==> src/rtl/boot_loader_pkg.sv <==
// Shared encodings for the byte-serial instruction-memory boot loader.
// Frame: LEN_LO, LEN_HI, N*4 payload bytes, XOR checksum.
package boot_loader_pkg;

  typedef enum logic [2:0] {
    S_LEN_LO = 3'd0,
    S_LEN_HI = 3'd1,
    S_DATA   = 3'd2,
    S_CSUM   = 3'd3,
    S_DONE   = 3'd4,
    S_ERROR  = 3'd5
  } state_t;

  localparam int FRAME_BYTES_PER_WORD = 4;
  localparam int HDR_W = 16;

endpackage

==> src/rtl/byte_word_packer.sv <==
// Shifts little-endian bytes into 32-bit words and emits a
// registered one-cycle word strobe with the completed word.
module byte_word_packer
  import boot_loader_pkg::*;
(
  input  logic        clk,
  input  logic        reset,
  input  logic        clear,
  input  logic        byte_vld,
  input  logic [7:0]  byte_in,
  output logic        word_vld,
  output logic [31:0] word
);

  localparam logic [1:0] LAST_IDX =
    2'(FRAME_BYTES_PER_WORD - 1);

  logic [23:0] sh_q, sh_d;
  logic [1:0]  idx_q, idx_d;
  logic        vld_q, vld_d;
  logic [31:0] word_q, word_d;

  always_comb begin
    sh_d   = sh_q;
    idx_d  = idx_q;
    vld_d  = 1'b0;
    word_d = word_q;
    if (clear) begin
      sh_d  = '0;
      idx_d = '0;
    end else if (byte_vld) begin
      if (idx_q == LAST_IDX) begin
        word_d = {byte_in, sh_q};
        vld_d  = 1'b1;
        idx_d  = '0;
      end else begin
        // Oldest byte drifts down to bits 7:0.
        sh_d  = {byte_in, sh_q[23:8]};
        idx_d = idx_q + 2'd1;
      end
    end
  end

  always_ff @(posedge clk or posedge reset) begin
    if (reset) begin
      sh_q   <= '0;
      idx_q  <= '0;
      vld_q  <= 1'b0;
      word_q <= '0;
    end else begin
      sh_q   <= sh_d;
      idx_q  <= idx_d;
      vld_q  <= vld_d;
      word_q <= word_d;
    end
  end

  assign word_vld = vld_q;
  assign word     = word_q;

endmodule

==> src/rtl/imem_boot_loader.sv <==
// Frame-parsing boot loader: writes the program image into imem
// and releases cpu_reset once the checksum verifies.
module imem_boot_loader
  import boot_loader_pkg::*;
#(
  parameter int ADDR_W = 8
) (
  input  logic              clk,
  input  logic              reset,
  input  logic              rx_valid,
  input  logic [7:0]        rx_data,
  output logic              rx_ready,
  output logic              imem_we,
  output logic [ADDR_W-1:0] imem_addr,
  output logic [31:0]       imem_wdata,
  output logic              cpu_reset,
  output logic              load_done,
  output logic              load_error,
  output logic [ADDR_W:0]   words_loaded
);

  localparam logic [HDR_W:0] CAP_HDR =
    (HDR_W+1)'(1) << ADDR_W;
  localparam logic [ADDR_W:0] CAP_W =
    (ADDR_W+1)'(1) << ADDR_W;

  state_t              state_q, state_d;
  logic [7:0]          len_lo_q, len_lo_d;
  logic [HDR_W-1:0]    len_q, len_d;
  logic [HDR_W-1:0]    widx_q, widx_d;
  logic [1:0]          bidx_q, bidx_d;
  logic [7:0]          xor_q, xor_d;
  logic [ADDR_W-1:0]   addr_q, addr_d;
  logic [ADDR_W:0]     words_q, words_d;
  logic                cpu_rst_q, cpu_rst_d;
  logic                done_q, done_d;
  logic                err_q, err_d;

  logic             accept;
  logic [HDR_W-1:0] hdr;
  logic             pk_vld;
  logic [31:0]      pk_word;

  assign rx_ready = (state_q != S_DONE) &&
                    (state_q != S_ERROR);
  assign accept   = rx_valid && rx_ready;
  assign hdr      = {rx_data, len_lo_q};

  byte_word_packer u_packer (
    .clk      (clk),
    .reset    (reset),
    .clear    (state_q != S_DATA),
    .byte_vld (accept && (state_q == S_DATA)),
    .byte_in  (rx_data),
    .word_vld (pk_vld),
    .word     (pk_word)
  );

  always_comb begin
    state_d   = state_q;
    len_lo_d  = len_lo_q;
    len_d     = len_q;
    widx_d    = widx_q;
    bidx_d    = bidx_q;
    xor_d     = xor_q;
    addr_d    = addr_q;
    cpu_rst_d = cpu_rst_q;
    done_d    = done_q;
    err_d     = err_q;
    words_d   = words_q;
    if (pk_vld && (words_q != CAP_W))
      words_d = words_q + 1'b1;
    if (accept) begin
      unique case (state_q)
        S_LEN_LO: begin
          len_lo_d = rx_data;
          state_d  = S_LEN_HI;
        end
        S_LEN_HI: begin
          len_d  = hdr;
          widx_d = '0;
          bidx_d = '0;
          xor_d  = '0;
          if (hdr == '0) begin
            state_d = S_CSUM;
          end else if ({1'b0, hdr} > CAP_HDR) begin
            state_d = S_ERROR;
            err_d   = 1'b1;
          end else begin
            state_d = S_DATA;
          end
        end
        S_DATA: begin
          xor_d  = xor_q ^ rx_data;
          bidx_d = bidx_q + 2'd1;
          if (bidx_q == 2'(FRAME_BYTES_PER_WORD - 1)) begin
            // Address registers alongside the packer's word.
            addr_d = widx_q[ADDR_W-1:0];
            widx_d = widx_q + 1'b1;
            if (widx_q == len_q - 1'b1)
              state_d = S_CSUM;
          end
        end
        S_CSUM: begin
          if (rx_data == xor_q) begin
            state_d   = S_DONE;
            done_d    = 1'b1;
            cpu_rst_d = 1'b0;
          end else begin
            state_d = S_ERROR;
            err_d   = 1'b1;
          end
        end
        default: ;
      endcase
    end
  end

  always_ff @(posedge clk or posedge reset) begin
    if (reset) begin
      state_q   <= S_LEN_LO;
      len_lo_q  <= '0;
      len_q     <= '0;
      widx_q    <= '0;
      bidx_q    <= '0;
      xor_q     <= '0;
      addr_q    <= '0;
      words_q   <= '0;
      cpu_rst_q <= 1'b1;
      done_q    <= 1'b0;
      err_q     <= 1'b0;
    end else begin
      state_q   <= state_d;
      len_lo_q  <= len_lo_d;
      len_q     <= len_d;
      widx_q    <= widx_d;
      bidx_q    <= bidx_d;
      xor_q     <= xor_d;
      addr_q    <= addr_d;
      words_q   <= words_d;
      cpu_rst_q <= cpu_rst_d;
      done_q    <= done_d;
      err_q     <= err_d;
    end
  end

  assign imem_we      = pk_vld;
  assign imem_addr    = addr_q;
  assign imem_wdata   = pk_word;
  assign cpu_reset    = cpu_rst_q;
  assign load_done    = done_q;
  assign load_error   = err_q;
  assign words_loaded = words_q;

endmodule
==> config.mk <==
export PLATFORM = sky130hd
export DESIGN_NAME = imem_boot_loader
export DESIGN_NICKNAME = d
export VERILOG_FILES = /design/src/rtl/boot_loader_pkg.sv /design/src/rtl/byte_word_packer.sv /design/src/rtl/imem_boot_loader.sv
export SDC_FILE = /design/constraint.sdc
export NUM_CORES = 1
export LEC_CHECK = 0
export CAP_MARGIN = 25
export CORE_MARGIN = 5
export CORE_UTILIZATION = 45
export DETAILED_ROUTE_END_ITERATION = 8
export HOLD_SLACK_MARGIN = 0.03
export PLACE_DENSITY_LB_ADDON = 0.25
export SLEW_MARGIN = 20
export SYNTH_ARGS = -nofsm -noshare
export SYNTH_HDL_FRONTEND = slang
export SYNTH_HIERARCHICAL = 1
export SYNTH_SLANG_ARGS = --single-unit
==> constraint.sdc <==
create_clock -name clk -period 3.1 [get_ports clk]
set_input_delay 0.62 -clock clk [delete_from_list [all_inputs] [get_ports clk]]
set_output_delay 0.62 -clock clk [all_outputs]
set_load 0.005 [all_outputs]
==> out/qor.txt, run 1 <==
outcome -> finished clean
Initial DRT Pass Iterations -> 4
Cell Pwr Density -> 652 nW/um^2
full die area -> 16200 um^2
Sink Count -> 132
H-tree Lvls -> 4
register area -> 3300 um^2
CTS hold repair buffers -> 0
post-layout util -> 0.582
CP Cell Sequence -> inv_1 > ha_2 > and2b_1 > a31oi_1 > or4_1 > or4_1 > nor4_2 > a21oi_1 > mux2_1
TNS Setup -> 0 ns
top layer in use -> met5
top cell type's share of synthesized area -> 0.529
period utilization -> 0.934
Inserted Clock Buffers -> 17
Post-Route M1 WL -> 6360 um
Setup Crit Path Kind -> register to register
PortBufs -> 64
Synth Net Count -> 562
Slew Limit Fails -> 0
Slew @ Worst Pin -> 0.640 ns
WHS -> 0.461 ns
max_slew headroom -> 0.572
Clock Skew -> 0.00775 ns
Synth Area in Compound Gates -> 0.0713
Peak Freq -> 0.345 GHz
Worst path slowest cell -> or4_1
Hold WC Path Type -> register to register
WP buf/inv -> 1
Synth Area in Simple Gates -> 0.144
Met3 Routed Length -> 784 um
Nets -> 647
routed via count -> 4361
Sequential Power Share -> 0.418
Post-DP HPWL -> 9590 um
Worst EP required -> 3.40 ns
Multi-input gate area -> 2710 um^2
Internal -> 0.00366 W
vias per std cell -> 5.32
root buf cell -> clkbuf_16
synth cell count leaders -> 131 x dfrtp_1, 77 x nand2_1, 33 x a21oi_1, 33 x mux2_2, 33 x xnor2_1
Pleak -> 3.52 nW
Final Hold Viols -> 0
maximum vdd drop -> 0.479 mV
combinational power share -> 0.164
number of enable flip-flop cells after synthesis -> 0
worst skew pair latency -> 0.42 ns
grt ovf -> 0
setup violators final -> 0
Post-Synth Adder-Cell Area -> 0.0121
switching share of total power -> 0.277
Mapped Avg Cell Area -> 11.4 um^2
largest net degree at the start of global routing -> 48
ANT cells -> 0
postcts setup bufs -> 0
largest family of logic cells by synthesized area -> simple AND/OR/NAND/NOR gates
ys async rst share -> 1.00
Worst EP arrival -> 3.20 ns
drt total wl -> 13500 um
layout cells sized above 1 -> 0.208
iteration-0 DRC count of the detailed router -> 278
synthesized cell area -> 6190 um^2
minimum clock period -> 2.90 ns
Row Count -> 42
Startpoint Class -> register
Die Wd -> 127 um
CTS tree -> yes
Post-Synthesis Cells -> 545
clock buffer depth -> 2
synthesis-stage register bit count -> 132
post-cts resize count -> 0
GP Congestion -> 0.848
core outline area -> 13300 um^2
Syn. warnings -> 6
multiplexer share of the synthesized area -> 0.137
io pins -> 65
clock share of power -> 0.418
die height -> 127 um
XOR/XNOR Fraction of Synth Area -> 0.0715
Critical Path Most Common Cell -> or4_1
MaxCap Viol Count -> 0
DRT antenna net count -> 0
Sw Pwr -> 0.00140 W
Avg WL per Cell -> 16.4 um
DRC -> 0
Worst path max stage delay -> 0.54 ns
top_reg_cell synth -> dfrtp_1
Yosys cell types -> 49
clock slew seen by the registers of the worst setup and hold paths -> 0.06 ns
FILL cells -> 1126
Initial Util -> 0.464
first-pass GRT wire length -> 22300 um
most common cell in the netlist -> dfrtp_1
unrepaired setup endpoints after global routing -> no
Worst Setup End Kind -> register
sequential-to-total area share from yosys stat -> 0.534
met2 routed WL -> 5960 um
CP Max Fanout -> 5
CP top delay family -> simple AND/OR/NAND/NOR gates
area growth from synthesis to layout -> 25.4%
Total Routing Usage GR -> 0.176
initial antenna violation count -> 1
Synth area leaders -> dfrtp_1 53%, mux2_4 7.0%, mux2_2 6.0%
post-synth top area cell -> dfrtp_1
vias in the first global route -> 4313
[final timing paths]
| kind | endpoint | start | depth (start not counted) | slack, ns |
|---|---|---|---|---|
| min reg2reg | load_error | load_error | 1 | 0.46 |
| max in group asynchronous | widx_q[13] | reset | 3 | 1.77 |
| min | load_error | load_error | 1 | 0.46 |
| max reg2reg | state_q[1] | len_q[0] | 9 | 0.20 |
| min in group asynchronous | u_packer/sh_q[13] | reset | 2 | 0.50 |
| max | state_q[1] | len_q[0] | 9 | 0.20 |
[final cells by class]
| class | count | area share |
|---|---|---|
| tap | 176 | 0.0283 |
| multi-input combinational | 378 | 0.349 |
| inverter | 14 | 0.00676 |
| sequential | 132 | 0.425 |
| clock inverter | 15 | 0.0261 |
| timing repair buffer | 87 | 0.110 |
| clock buffer | 17 | 0.0548 |
[cells by family (layout without fill, tap and decap cells)]
group	Yosys count	in the layout
and+or+nand+nor	181	181
DFF	132	132
AOI/OAI and AO/OA	76	76
muxes	66	66
xor gates and xnor gates	49	49
buffers and inverters	35	133
adders and majority gates	6	6
[stage by stage]
step / instances / power [W] / cell area, um^2 / setup slack (ns)
finish: 819 / 0.00507 / 7770 / 0.204
global route: 819 / 0.00532 / 7770 / 0.0289
CTS: 819 / 0.00510 / 7760 / 0.136
detailed placement: 787 / 0.00296 / 7130 / -0.0113
global placement: 787 / 0.00294 / 7130 / 0.0260
floorplan: 545 / 0.00270 / 6190 / 0.447
[sequential cells by signal, indices dropped and copies added, names as in the netlist, 2 cells and up]
register,cells
widx_q,16
u_packer/word,32
len_lo_q,8
state_q,3
imem_addr,8
words_loaded,9
bidx_q,2
u_packer/idx_q,2
len_q,16
xor_q,8
u_packer/sh_q,24
[per-layer routing]
metal / GRT usage / vias to the layer above
li1: - / 2069
met1: 0.250 / 2145
met2: 0.252 / 116
met3: 0.0447 / 29
met4: 0.0833 / 2
met5: 0 / -
[power by group through the flow]
stage	Sequential [W]	Clock (W)	Combinational, W
4_1_cts	0.00211	0.00216	0.000827
6_report	0.00212	0.00212	0.000833
5_1_grt	0.00215	0.00224	0.000928
3_5_place_dp	0.00214	0	0.000819
3_3_place_gp	0.00214	0	0.000804
2_1_floorplan	0.00204	0	0.000656
[placed cells by master (no fill, tap or decap), types with 3 or more instances in the layout]
cell type / n
and3_1: 8
nand4_1: 8
inv_6: 4
a21oi_2: 4
ha_1: 5
nand3_1: 5
bufinv_16: 4
clkbuf_16: 17
nand2b_1: 7
xor2_1: 15
or3_1: 4
nand2_1: 77
o21ai_0: 24
nor4_1: 11
mux2_2: 33
clkdlybuf4s50_1: 64
xnor2_1: 33
buf_12: 3
mux2_4: 29
clkinv_2: 3
dfrtp_1: 131
or4_1: 4
nor2b_1: 4
nor3_1: 7
inv_1: 12
nor2_1: 31
buf_4: 20
a21oi_1: 33
a31oi_1: 3
Power figures use the tool's default switching activity.
==> inputs of run 2 (changes only) <==
--- a/config.mk
+++ b/config.mk
@@ -6,9 +6,11 @@
 export NUM_CORES = 1
 export LEC_CHECK = 0
 export CAP_MARGIN = 25
+export CORE_ASPECT_RATIO = 1.1
 export CORE_MARGIN = 5
 export CORE_UTILIZATION = 45
 export DETAILED_ROUTE_END_ITERATION = 8
+export GPL_TIMING_DRIVEN = 0
 export HOLD_SLACK_MARGIN = 0.03
 export PLACE_DENSITY_LB_ADDON = 0.25
 export SLEW_MARGIN = 20
==> constraint.sdc (replaced) <==
create_clock -name clk -period 3.1 [get_ports clk]
set_input_delay 0.62 -clock clk [delete_from_list [all_inputs] [get_ports clk]]
set_output_delay 0.62 -clock clk [all_outputs]
set_load 0.1 [all_outputs]
==> run 2 against run 1 <==
Effect of this change: sequential power barely moved; critical endpoint is now rx_ready; highest routed layer is now met4; combinational power rose by 7.2%; first-iteration DRC count rose by 12%; critical path depth fell by 6; count of clock-buffer cells in the layout rose by 3.
==> out/qor.txt, run 2 (synthesis gave the netlist of run 1 again) <==
unrepaired setup endpoints after global routing -> no (unchanged)
Worst EP required -> 2.48 ns (was 3.40 ns)
hold depth -> 1 (unchanged)
Peak Freq -> 0.330 GHz (was 0.345 GHz)
Worst path max stage delay -> 1.15 ns (was 0.54 ns)
first-pass GRT wire length -> 22600 um (was 22300 um)
post-layout util -> 0.565 (was 0.582)
commonest non-fill, non-tap cell in the layout -> dfrtp_1 (unchanged)
Setup Crit Path Kind -> register to primary output (was register to register)
Pleak -> 3.46 nW (was 3.52 nW)
pre-CTS setup slack -> -0.387 ns (was -0.0113 ns)
worst skew pair latency -> 0.42 ns (about the same)
grt ovf -> 0 (unchanged)
Clock Skew -> 0.00784 ns (was 0.00775 ns)
Startpoint Class -> register (unchanged)
CP Cell Sequence -> clkbuf_1 > nand2b_1 > clkdlybuf4s50_1 (was inv_1 > ha_2 > and2b_1 > a31oi_1 > or4_1 > or4_1 > nor4_2 > a21oi_1 > mux2_1)
Slew Limit Fails -> 0 (unchanged)
routed via count -> 4397 (was 4361)
design area -> 7720 um^2 (was 7770 um^2)
iteration-0 DRC count of the detailed router -> 312 (was 278)
io pins -> 65 (unchanged)
Initial DRT Pass Iterations -> 7 (was 4)
root buf cell -> clkbuf_16 (unchanged)
max FFs per register -> 32 (unchanged)
setup violators final -> 0 (unchanged)
fin worst setup slack -> 0.0719 ns (was 0.204 ns)
period utilization -> 0.977 (was 0.934)
Final Hold Viols -> 0 (unchanged)
Avg WL per Cell -> 16.2 um (was 16.4 um)
die height -> 133 um (was 127 um)
largest net degree at the start of global routing -> 60 (was 48)
post-cts resize count -> 1 (was 0)
FF-to-FF End -> state_q[0] (was state_q[1])
CP Max Fanout -> 9 (was 5)
Row Count -> 45 (was 42)
Cell Pwr Density -> 648 nW/um^2 (was 652 nW/um^2)
WHS -> 0.476 ns (was 0.461 ns)
vias per std cell -> 5.30 (was 5.32)
commonest cells after routing, fill and taps aside -> 131 x dfrtp_1, 77 x nand2_1, 64 x clkdlybuf4s50_1 (unchanged)
Sink Count -> 132 (unchanged)
RR Startpoint -> len_q[0] (unchanged)
Worst EP arrival -> 2.41 ns (was 3.20 ns)
full die area -> 16200 um^2 (about the same)
Nets -> 646 (was 647)
Slew @ Worst Pin -> 0.981 ns (was 0.640 ns)
clock buffer depth -> 2 (unchanged)
outcome -> finished clean (unchanged)
postcts setup bufs -> 0 (unchanged)
max_slew headroom -> 0.344 (was 0.572)
R2R depth -> 9 (unchanged)
ANT cells -> 0 (unchanged)
PortBufs -> 64 (unchanged)
clock slew seen by the registers of the worst setup and hold paths -> 0.06 ns (about the same)
FILL cells -> 1185 (was 1126)
Worst path slowest cell -> clkdlybuf4s50_1 (was or4_1)
Hold WC Path Type -> register to register (unchanged)
maximum vdd drop -> 0.394 mV (was 0.479 mV)
drt total wl -> 13400 um (was 13500 um)
core outline area -> 13700 um^2 (was 13300 um^2)
H-tree Lvls -> 4 (unchanged)
Inserted Clock Buffers -> 17 (unchanged)
vias in the first global route -> 4389 (was 4313)
Placement Cell Area -> 7100 um^2 (was 7130 um^2)
minimum clock period -> 3.03 ns (was 2.90 ns)
MaxCap Viol Count -> 0 (unchanged)
CTS hold repair buffers -> 0 (unchanged)
initial antenna violation count -> 0 (was 1)
DRC -> 0 (unchanged)
Hold Path End -> load_done (was load_error)
DRT antenna net count -> 0 (unchanged)
Total Routing Usage GR -> 0.177 (was 0.176)
CTS tree -> yes (unchanged)
Die Wd -> 122 um (was 127 um)
worst hold start -> load_done (was load_error)
area growth from synthesis to layout -> 24.7% (was 25.4%)
GP Congestion -> 0.820 (was 0.848)
Worst Setup End Kind -> primary output (was register)
Post-DP HPWL -> 9470 um (was 9590 um)
layout cells sized above 1 -> 0.192 (was 0.208)
TNS Setup -> 0 ns (unchanged)
flop-to-flop setup slack -> 0.14 ns (was 0.20 ns)
Initial Util -> 0.453 (was 0.464)
==> run 2: cell types whose count changed in the layout (fill, tap and decap cells not counted), moves of 3 or more <==
cell,change
buf_6,+7
clkinv_2,-3
buf_4,-20
buf_2,+3
clkbuf_1,+10
buf_12,-3
==> run 2: worst max-delay path, delay by kind of cell (launching register included) <==
kind          cells  cell delay (ns)
buf+inv           2             1.45
flops             1             0.32
simple gates      1             0.21
==> run 2: worst max-delay path by stage <==
stage / start / to / slack, ns / cells past startpoint
6_report: state_q[1] / rx_ready / 0.07 / 3
5_1_grt: len_q[0] / state_q[1] / 0.007 / 9
4_1_cts: len_q[0] / state_q[1] / 0.01 / 9
3_5_place_dp: rx_valid / state_q[0] / -0.39 / 7
3_3_place_gp: reset / imem_addr[0] / -0.63 / 2
2_1_floorplan: len_q[0] / state_q[0] / 0.45 / 8
==> run 2: power by group <==
| part | switching (W) | total, W | internal [W] |
|---|---|---|---|
| sequential | 0.000201 | 0.00209 | 0.00189 |
| clock | 0.000781 | 0.00202 | 0.00124 |
| combinational | 0.000477 | 0.000893 | 0.000416 |
==> run 2: metrics by stage <==
stage / total power (W) / cells
floorplan: 0.00273 / 545
finish: 0.00500 / 830
CTS: 0.00501 / 830
detailed placement: 0.00297 / 798
global placement: 0.00293 / 797
global route: 0.00524 / 830
==> run 2: layout make-up <==
type / instances / area (um^2) / share of cell area
Sequential cell: 132 / 3300 / 0.428
Timing Repair Buffer: 66 / 673 / 0.0871
Buffer: 20 / 131 / 0.0170
Clock buffer: 20 / 457 / 0.0591
Multi-Input combinational cell: 378 / 2720 / 0.352
Tap cell: 188 / 235 / 0.0305
Inverter: 14 / 57.6 / 0.00745
Clock inverter: 12 / 146 / 0.0190
==> run 2: metal layers <==
layer  up-vias  wire [um]  global-route usage
met5         -          0                   0
met4         0        284              0.0791
met3        28        708              0.0453
met2       134       6290               0.269
met1      2174       6160               0.239
li1       2061          -                   -
==> inputs of run 3 (changes only) <==
--- a/config.mk
+++ b/config.mk
@@ -9,9 +9,11 @@
 export CORE_ASPECT_RATIO = 1.1
 export CORE_MARGIN = 5
 export CORE_UTILIZATION = 45
+export CTS_BUF_LIST = sky130_fd_sc_hd__clkbuf_4 sky130_fd_sc_hd__clkbuf_8
 export DETAILED_ROUTE_END_ITERATION = 8
 export GPL_TIMING_DRIVEN = 0
 export HOLD_SLACK_MARGIN = 0.03
+export MAX_ROUTING_LAYER = met4
 export PLACE_DENSITY_LB_ADDON = 0.25
 export SLEW_MARGIN = 20
 export SYNTH_ARGS = -nofsm -noshare
==> run 3 against run 2 <==
Effect of this change: cell count fell by 0.12%; global-route usage rose by 0.50 points; critical path depth rose by 6; maximum frequency rose by 2.2%; routed wire length fell by 0.85%; clock skew rose by 0.0057 ns; setup slack improved by 0.066 ns; critical path type is now register to register; critical endpoint is now state_q[1].
==> out/qor.txt, run 3 (synthesis gave the netlist of run 1 again) <==
outcome -> finished clean (unchanged)
die height -> 133 um (unchanged)
non-filler cells, final -> 829 (was 830)
flop-to-flop setup slack -> 0.14 ns (about the same)
first-pass GRT wire length -> 22600 um (unchanged)
Pleak -> 3.39 nW (was 3.46 nW)
vias in the first global route -> 4391 (was 4389)
Row Count -> 45 (unchanged)
Placement Cell Area -> 7100 um^2 (unchanged)
Worst EP arrival -> 3.29 ns (was 2.41 ns)
DRC -> 0 (unchanged)
Worst EP required -> 3.43 ns (was 2.48 ns)
Inserted Clock Buffers -> 17 (unchanged)
initial antenna violation count -> 0 (unchanged)
Hold WC Path Type -> register to register (unchanged)
RR Startpoint -> len_q[0] (unchanged)
minimum clock period -> 2.96 ns (was 3.03 ns)
layout cells sized above 1 -> 0.192 (about the same)
Clock Skew -> 0.0135 ns (was 0.00784 ns)
period utilization -> 0.955 (was 0.977)
DP Cell Count -> 798 (unchanged)
design area -> 7550 um^2 (was 7720 um^2)
commonest non-fill, non-tap cell in the layout -> dfrtp_1 (unchanged)
setup violators final -> 0 (unchanged)
Peak Freq -> 0.338 GHz (was 0.330 GHz)
pre-CTS setup slack -> -0.387 ns (unchanged)
Nets -> 645 (was 646)
Setup Crit Path Kind -> register to register (was register to primary output)
max FFs per register -> 32 (unchanged)
Hold Path End -> load_done (unchanged)
commonest cells after routing, fill and taps aside -> 130 x dfrtp_1, 77 x nand2_1, 63 x clkdlybuf4s50_1 (was 131 x dfrtp_1, 77 x nand2_1, 64 x clkdlybuf4s50_1)
CTS hold repair buffers -> 0 (unchanged)
Initial DRT Pass Iterations -> 6 (was 7)
max_slew headroom -> 0.320 (was 0.344)
post-layout util -> 0.552 (was 0.565)
iteration-0 DRC count of the detailed router -> 248 (was 312)
Slew Limit Fails -> 0 (unchanged)
Sink Count -> 132 (unchanged)
root buf cell -> clkbuf_8 (was clkbuf_16)
FF-to-FF End -> state_q[1] (was state_q[0])
Initial Util -> 0.453 (unchanged)
ANT cells -> 0 (unchanged)
drt total wl -> 13300 um (was 13400 um)
Startpoint Class -> register (unchanged)
Worst Setup End Kind -> register (was primary output)
Die Wd -> 122 um (unchanged)
GP Congestion -> 0.832 (was 0.820)
CTS tree -> yes (unchanged)
Final Hold Viols -> 0 (unchanged)
H-tree Lvls -> 4 (unchanged)
clock buffer depth -> 2 (unchanged)
hold depth -> 1 (unchanged)
vias per std cell -> 5.22 (was 5.30)
Cell Pwr Density -> 595 nW/um^2 (was 648 nW/um^2)
Slew @ Worst Pin -> 1.01 ns (was 0.981 ns)
largest net degree at the start of global routing -> 60 (unchanged)
PortBufs -> 64 (unchanged)
Post-DP HPWL -> 9470 um (unchanged)
Avg WL per Cell -> 16.1 um (was 16.2 um)
grt ovf -> 0 (unchanged)
routed via count -> 4326 (was 4397)
fin worst setup slack -> 0.138 ns (was 0.0719 ns)
maximum vdd drop -> 0.348 mV (was 0.394 mV)
full die area -> 16200 um^2 (unchanged)
CP Max Fanout -> 5 (was 9)
R2R depth -> 9 (unchanged)
worst skew pair latency -> 0.45 ns (was 0.42 ns)
unrepaired setup endpoints after global routing -> no (unchanged)
clock slew seen by the registers of the worst setup and hold paths -> 0.08 ns (was 0.06 ns)
core outline area -> 13700 um^2 (unchanged)
io pins -> 65 (unchanged)
area growth from synthesis to layout -> 21.8% (was 24.7%)
MaxCap Viol Count -> 0 (unchanged)
DRT antenna net count -> 0 (unchanged)
worst hold start -> load_done (unchanged)
Total Routing Usage GR -> 0.182 (was 0.177)
## run 3: worst max path at each step
stage / startpoint / endpoint / slack (ns) / cells past startpoint
2_1_floorplan: len_q[0] / state_q[0] / 0.45 / 8
3_3_place_gp: reset / imem_addr[0] / -0.63 / 2
3_5_place_dp: rx_valid / state_q[0] / -0.39 / 7
4_1_cts: len_q[0] / state_q[1] / 0.02 / 9
5_1_grt: len_q[0] / state_q[1] / 0.03 / 9
6_report: len_q[0] / state_q[1] / 0.14 / 9
## run 3: layout make-up
cell class,instances,area [um^2]
fillers,1207,6140
flip-flops and latches,132,3310
multi-input cells,378,2730
repair buffers,65,671
clock buffers,20,269
well taps,188,235
clock inverters,12,146
plain buffers,20,131
inverters,14,57.6
## run 3: timing repair
action	CTS	global route
cloned	0	0
setup buffers	0	0
setup endpoints to repair	2	37
gates resized for setup	1	6
## run 3: stage by stage
step / setup TNS [ns] / hold WS [ns] / power (W)
after floorplan: 0 / 0.468 / 0.00273
after global placement: -45.49 / 0.462 / 0.00293
after detailed placement: -0.968 / 0.469 / 0.00297
after CTS: 0 / 0.488 / 0.00449
after global routing: 0 / 0.507 / 0.00473
final: 0 / 0.480 / 0.00449
## run 3: worst max-delay path, cell delays in order, from the launching register on
cell,delay [ns]
dfrtp_2,0.45
inv_1,0.15
ha_4,0.18
and2b_2,0.19
a31oi_1,0.09
or4_1,0.43
or4_1,0.57
nor4_4,0.32
a21oi_1,0.15
mux2_1,0.33
## run 3: report_power, final
part | leakage, nW | switching (W) | internal (W)
registers | 1.78 | 0.000198 | 0.00188
logic | 1.40 | 0.000479 | 0.000428
clock network | 0.202 | 0.000719 | 0.000782
total | 3.39 | 0.00140 | 0.00309
## run 3: per-layer routing
metal / track usage / share of wire / routed length (um)
met4: 0.0697 / 0.024 / 319
met5: - / 0 / 0
met3: 0.0457 / 0.051 / 676
met1: 0.241 / 0.46 / 6190
met2: 0.271 / 0.46 / 6150
